`config.mk`:
```
export PLATFORM = sky130hd
export DESIGN_NAME = pc_next_unit_flat
export DESIGN_NICKNAME = d
export VERILOG_FILES = /design/src/rtl/pc_next_unit_if.sv /design/src/rtl/pc_next_unit.sv /design/src/flat_wrapper.sv
export SDC_FILE = /design/constraint.sdc
export NUM_CORES = 1
export LEC_CHECK = 0
export CORE_ASPECT_RATIO = 0.5
export CORE_MARGIN = 2
export CORE_UTILIZATION = 46
export CTS_BUF_LIST = sky130_fd_sc_hd__clkbuf_4 sky130_fd_sc_hd__clkbuf_8
export DETAILED_ROUTE_END_ITERATION = 7
export GPL_TIMING_DRIVEN = 0
export PLACE_DENSITY = 0.83
export REMOVE_ABC_BUFFERS = 1
export SKIP_CTS_REPAIR_TIMING = 1
export SLEW_MARGIN = 20
export SYNTH_ARGS = -nofsm -noshare
export SYNTH_HDL_FRONTEND = slang
export SYNTH_SLANG_ARGS = --single-unit
```
`constraint.sdc`:
```
create_clock -name clk -period 5.1 [get_ports clk]
set_clock_uncertainty 0.2 [all_clocks]
set_input_delay 1.02 -clock clk [delete_from_list [all_inputs] [get_ports clk]]
set_output_delay 1.02 -clock clk [all_outputs]
set_load 0.05 [all_outputs]
```
`src/rtl/pc_next_unit_if.sv`:
```
// Bus between the PC stage and its surroundings: select/stall inputs in,
// program counter, link address and status flags out.
interface pc_next_unit_if #(
  parameter int WIDTH     = 32,
  parameter int CNT_WIDTH = 16
);
  logic                 stall;
  logic                 branch_eq;
  logic                 branch_ne;
  logic                 zero;
  logic                 jump;
  logic                 jump_reg;
  logic [WIDTH-1:0]     branch_offset;
  logic [25:0]          jump_index;
  logic [WIDTH-1:0]     jump_reg_target;
  logic [WIDTH-1:0]     pc;
  logic [WIDTH-1:0]     pc_plus4;
  logic                 redirect;
  logic                 misalign_err;
  logic [CNT_WIDTH-1:0] redirect_count;

  modport master (
    output stall, branch_eq, branch_ne, zero, jump, jump_reg,
           branch_offset, jump_index, jump_reg_target,
    input  pc, pc_plus4, redirect, misalign_err, redirect_count
  );

  modport slave (
    input  stall, branch_eq, branch_ne, zero, jump, jump_reg,
           branch_offset, jump_index, jump_reg_target,
    output pc, pc_plus4, redirect, misalign_err, redirect_count
  );
endinterface

```
`src/rtl/pc_next_unit.sv`:
```
// Registered program counter with prioritised next-PC select
// (jump_reg > jump > taken branch > sequential), stall hold and status.
module pc_next_unit #(
  parameter int               WIDTH        = 32,
  parameter logic [WIDTH-1:0] RESET_VECTOR = '0,
  parameter int               CNT_WIDTH    = 16
) (
  input  logic                clk,
  input  logic                reset,
  pc_next_unit_if.slave       bus
);

  logic [WIDTH-1:0]     pc_q, pc_d;
  logic                 redirect_q, redirect_d;
  logic                 misalign_q, misalign_d;
  logic [CNT_WIDTH-1:0] cnt_q, cnt_d;

  logic [WIDTH-1:0]     pc_plus4;
  logic [WIDTH-1:0]     br_tgt;
  logic [WIDTH-1:0]     j_tgt;
  logic [WIDTH-1:0]     sel_tgt;
  logic                 take_br;
  logic                 non_seq;
  logic                 jr_misaligned;

  assign pc_plus4 = pc_q + WIDTH'(4);
  assign take_br  = (bus.branch_eq & bus.zero) | (bus.branch_ne & ~bus.zero);
  assign br_tgt   = pc_plus4 + (bus.branch_offset << 2);

  // Jump keeps the upper PC bits only when the address is wider than the index.
  generate
    if (WIDTH > 28) begin : g_j_region
      assign j_tgt = {pc_plus4[WIDTH-1:28], bus.jump_index, 2'b00};
    end else begin : g_j_flat
      assign j_tgt = {bus.jump_index, 2'b00};
    end
  endgenerate

  always_comb begin
    sel_tgt       = pc_plus4;
    non_seq       = 1'b0;
    jr_misaligned = 1'b0;
    if (bus.jump_reg) begin
      sel_tgt       = bus.jump_reg_target;
      non_seq       = 1'b1;
      jr_misaligned = (bus.jump_reg_target[1:0] != 2'b00);
    end else if (bus.jump) begin
      sel_tgt = j_tgt;
      non_seq = 1'b1;
    end else if (take_br) begin
      sel_tgt = br_tgt;
      non_seq = 1'b1;
    end
  end

  always_comb begin
    pc_d       = pc_q;
    redirect_d = 1'b0;
    misalign_d = misalign_q;
    cnt_d      = cnt_q;
    if (!bus.stall) begin
      pc_d       = {sel_tgt[WIDTH-1:2], 2'b00};
      redirect_d = non_seq;
      misalign_d = misalign_q | jr_misaligned;
      // Saturate rather than wrap so software sees a lower bound on redirects.
      if (non_seq && (cnt_q != {CNT_WIDTH{1'b1}})) begin
        cnt_d = cnt_q + CNT_WIDTH'(1);
      end
    end
  end

  always_ff @(posedge clk) begin
    if (reset) begin
      pc_q       <= RESET_VECTOR;
      redirect_q <= 1'b0;
      misalign_q <= 1'b0;
      cnt_q      <= '0;
    end else begin
      pc_q       <= pc_d;
      redirect_q <= redirect_d;
      misalign_q <= misalign_d;
      cnt_q      <= cnt_d;
    end
  end

  assign bus.pc             = pc_q;
  assign bus.pc_plus4       = pc_plus4;
  assign bus.redirect       = redirect_q;
  assign bus.misalign_err   = misalign_q;
  assign bus.redirect_count = cnt_q;

endmodule

```
`src/flat_wrapper.sv`:
```
// flat-port wrapper written by rule: the top's interface ports become plain ports
module pc_next_unit_flat 
#(
  parameter int               WIDTH        = 32,
  parameter logic [WIDTH-1:0] RESET_VECTOR = '0,
  parameter int               CNT_WIDTH    = 16
)
  (clk, reset, bus_stall, bus_branch_eq, bus_branch_ne, bus_zero, bus_jump, bus_jump_reg, bus_branch_offset, bus_jump_index, bus_jump_reg_target, bus_pc, bus_pc_plus4, bus_redirect, bus_misalign_err, bus_redirect_count);
  pc_next_unit_if #(.WIDTH(WIDTH), .CNT_WIDTH(CNT_WIDTH)) bus_i ();
  input  logic clk;
  input  logic reset;
  input wire logic [$bits(bus_i.stall)-1:0] bus_stall;
  input wire logic [$bits(bus_i.branch_eq)-1:0] bus_branch_eq;
  input wire logic [$bits(bus_i.branch_ne)-1:0] bus_branch_ne;
  input wire logic [$bits(bus_i.zero)-1:0] bus_zero;
  input wire logic [$bits(bus_i.jump)-1:0] bus_jump;
  input wire logic [$bits(bus_i.jump_reg)-1:0] bus_jump_reg;
  input wire logic [$bits(bus_i.branch_offset)-1:0] bus_branch_offset;
  input wire logic [$bits(bus_i.jump_index)-1:0] bus_jump_index;
  input wire logic [$bits(bus_i.jump_reg_target)-1:0] bus_jump_reg_target;
  output wire logic [$bits(bus_i.pc)-1:0] bus_pc;
  output wire logic [$bits(bus_i.pc_plus4)-1:0] bus_pc_plus4;
  output wire logic [$bits(bus_i.redirect)-1:0] bus_redirect;
  output wire logic [$bits(bus_i.misalign_err)-1:0] bus_misalign_err;
  output wire logic [$bits(bus_i.redirect_count)-1:0] bus_redirect_count;
  assign bus_i.stall = bus_stall;
  assign bus_i.branch_eq = bus_branch_eq;
  assign bus_i.branch_ne = bus_branch_ne;
  assign bus_i.zero = bus_zero;
  assign bus_i.jump = bus_jump;
  assign bus_i.jump_reg = bus_jump_reg;
  assign bus_i.branch_offset = bus_branch_offset;
  assign bus_i.jump_index = bus_jump_index;
  assign bus_i.jump_reg_target = bus_jump_reg_target;
  assign bus_pc = bus_i.pc;
  assign bus_pc_plus4 = bus_i.pc_plus4;
  assign bus_redirect = bus_i.redirect;
  assign bus_misalign_err = bus_i.misalign_err;
  assign bus_redirect_count = bus_i.redirect_count;
  pc_next_unit #(.WIDTH(WIDTH), .RESET_VECTOR(RESET_VECTOR), .CNT_WIDTH(CNT_WIDTH)) u_core (.clk(clk), .reset(reset), .bus(bus_i));
endmodule
```
==> key figures <==
Detailed routing
  – Vias per inst: approximately 6
  – Starting DRC count in detailed routing: 470
  – DRC viols: 0
  – Vias: roughly 5600
  – Total Routed Length: around 17000 um
  – Antenna viol nets, final: 0
  – DR WL/cell: ~18 um
  – First drt pass iteration count: 5

GRT
  – Initial antenna violation count: 0
  – Overall Global Routing Usage: 0.291
  – GR Overflow Total: 0
  – Largest net degree at the start of global routing: 45
  – Vias in the first global route: 5238
  – First-pass GRT wire length: around 26000 um

Yosys
  – Asr flop ratio synth: 0
  – Area of the mapped netlist: 0.00475 mm^2
  – Register area share after synthesis: 0.202
  – Syn. warnings: 0
  – FF+latch count, synth: 48
  – Synth cell types: 66
  – Area share of the largest cell type after synthesis: 0.202
  – Post-synth top cells: nor2_1, nand2_1, dfxtp_1
  – Cell taking the most area after synthesis: dfxtp_1
  – Count leader, synth: nor2_1
  – Most used DFF post-synth: dfxtp_1
  – Syn Inst Count: ~640
  – Number of synthesized flops with an enable pin: 0
  – Avg Cell Area, Syn: around 7.4 um^2
  – Top cells by area, synth: dfxtp_1, ha_1, xnor2_1, nor2_1, xor2_1

Timing
  – Setup violations, final: 0
  – Max-slew headroom: 0.328
  – Hold Violations, Final: 0
  – Worst setup margin: about 0.43 ns
  – Fmax: around 210 MHz
  – Pins Over Slew Limit: 0
  – Final Critical Period: 4.67 ns
  – Unrepaired setup endpoints after global routing: no
  – Worst-Margin Slew: 1.01 ns
  – Period utilisation layout: 0.915

Clock tree
  – CTS Buffer Depth: 2
  – CTS Sinks: 48
  – Worst-path clk slew: 0.10 ns
  – Clk_lat worst skew: 0.32 ns
  – CTS root buf: clkbuf_8
  – CTS H-Tree Depth: 2
  – TritonCTS clock tree: built
  – TritonCTS buffer count: 5

Floorplan
  – Core box area: 0.0101 mm^2
  – Num ports: 180
  – Die Wd: 148 um
  – Chip Height: roughly 76 um
  – Die ar.: 0.0112 mm^2
  – Initial Util: 0.469
  – Row cnt: 26

Min path
  – Hold/Removal Path Class: flip-flop to flip-flop
  – Hold Path Origin: u_core.bus.misalign_err
  – Worst Hold End: u_core.bus.misalign_err
  – Hold path cells: 2

Pwr
  – Lkg Pwr: 2.59 nW
  – PD cells: roughly 210 mW/mm^2
  – Maximum VDD drop: 0.115 mV

Setup path
  – Cells on worst reg2reg path: 14
  – Class of the most critical setup path: flip-flop to flip-flop
  – Required @ worst endpoint: between 5 and 6 ns
  – Max Fanout on Critical Path: 7
  – Register-to-register setup slack: 0.43 ns
  – Crit path largest cell delay: 0.71 ns
  – Startpoint Class: flip-flop
  – Crit. End Element: flip-flop
  – RR Endpoint: u_core.bus.pc[22]
  – Worst EP arrival: 4.66 ns
  – Crit path cell chain: nand4_1 -> nor3_2 -> and4_1 -> xor2_1 -> ha_1 -> nand4_1 -> nor2_1 -> a2111oi_2 -> o21ba_2 -> o31ai_1 -> xnor2_1 -> nor2_1 -> a2111oi_0 -> o21ai_0
  – Critical path's slowest cell: a2111oi_2
  – Worst flop-to-flop path startpoint: u_core.bus.pc[4]

Status
  – Status: complete, no violations

Layout
  – Antenna Cells: 0
  – Final Instance Area: roughly 0.0067 mm^2
  – Fill cell count: just under 900
  – Nets: 930
  – Layout area overhead: 41.0%
  – Layout cell share with drive strength beyond 1: 0.0365

Placement
  – Post-DP Area: roughly 0.0066 mm^2
  – Pre-CTS setup slack: 0.399 ns
  – I/O Buffers: 173
  – DP HPWL: ~13000 um
  – GP Congestion: 0.980

Run
  – Max-Cap Viols: 0
==> report_power, final <==
group          switching [mW]  internal, mW
Clock                   0.155         0.148
Combinational           0.417         0.281
Sequential             0.0315         0.396
==> state kept, by name (all words and copies together), names as in the netlist <==
register                   count
u_core.bus.redirect            1
u_core.bus.redirect_count     16
u_core.bus.misalign_err        1
u_core.bus.pc                 30
==> worst max path at each step <==
stage	start	to	slack, ns	cells after the start
6_report	u_core.bus.pc[4]	u_core.bus.pc[22]	0.43	14
5_1_grt	u_core.bus.pc[4]	u_core.bus.pc[22]	0.13	14
4_1_cts	u_core.bus.pc[4]	bus_pc_plus4[26]	0.55	6
3_5_place_dp	bus_branch_offset[0]	u_core.bus.pc[22]	0.40	12
3_3_place_gp	bus_zero	u_core.bus.redirect_count[12]	-0.16	9
2_1_floorplan	u_core.bus.pc[4]	u_core.bus.pc[31]	0.15	14
==> cells by family after synthesis <==
kind of cell    Yosys count  share of synthesized area
mux                       7                     0.0150
flops                    48                      0.202
xor+xnor                 61                      0.113
other cells               1                   0.000790
fa+ha+maj                39                      0.104
compound gates          192                      0.276
buf+inv                  51                     0.0440
simple gates            242                      0.244
==> cell usage in the layout (no fill, tap or decap), types with 5 or more instances in the layout <==
cell               n
a211oi_1          13
a21o_1            19
a21oi_1           45
a221oi_1           8
a22oi_1            8
a31oi_1            6
and3_1             7
clkbuf_8           5
clkdlybuf4s50_1  170
dfxtp_1           48
ha_1              38
inv_1             18
mux2i_1            5
nand2_1           64
nand3_1           23
nand4_1           21
nor2_1            70
nor2b_1           10
nor3_1            13
nor4_1             7
o211ai_1          10
o21a_1             6
o21ai_0           34
o22ai_1            5
or3_1             10
xnor2_1           31
xor2_1            30
==> cell type report <==
type	instances	area [um^2]	area share
inverters	18	67.6	0.0101
clock inverters	3	46.3	0.00692
repair buffers	175	1770	0.265
well taps	140	175	0.0262
multi-input cells	545	3600	0.538
clock buffers	5	68.8	0.0103
flip-flops and latches	48	961	0.144
==> critical path, delay by kind of cell (launching register included) <==
| kind | cells | cell delay (ns) |
|---|---|---|
| flip-flops | 1 | 0.47 |
| XOR/XNOR | 2 | 0.46 |
| AO/OA/AOI/OAI | 5 | 1.87 |
| AND/OR/NAND/NOR | 6 | 1.24 |
| adder cells (fa/ha/maj) | 1 | 0.31 |
==> stage by stage <==
| stage | total power, mW | utilization | hold slack, ns | setup TNS (ns) | instances |
|---|---|---|---|---|---|
| final | 1.43 | 0.661 | 0.267 | 0 | 934 |
| after global routing | 1.49 | 0.661 | 0.292 | 0 | 934 |
| after CTS | 1.42 | 0.661 | 0.268 | 0 | 934 |
| after detailed placement | 1.12 | 0.650 | 0.254 | 0 | 926 |
| after global placement | 1.10 | 0.645 | 0.234 | -0.761 | 924 |
| after floorplan | 0.862 | - | 0.457 | 0 | 611 |
==> layer usage <==
metal  up-vias  routed length (um)  GRT usage
li1       2661                   -          -
met1      2584                7000      0.381
met2       298                7620      0.510
met3        41                1680     0.0467
met4         0                 357     0.0812
met5         -                   0          0
Note: power is estimated with default switching activity, not from simulation.
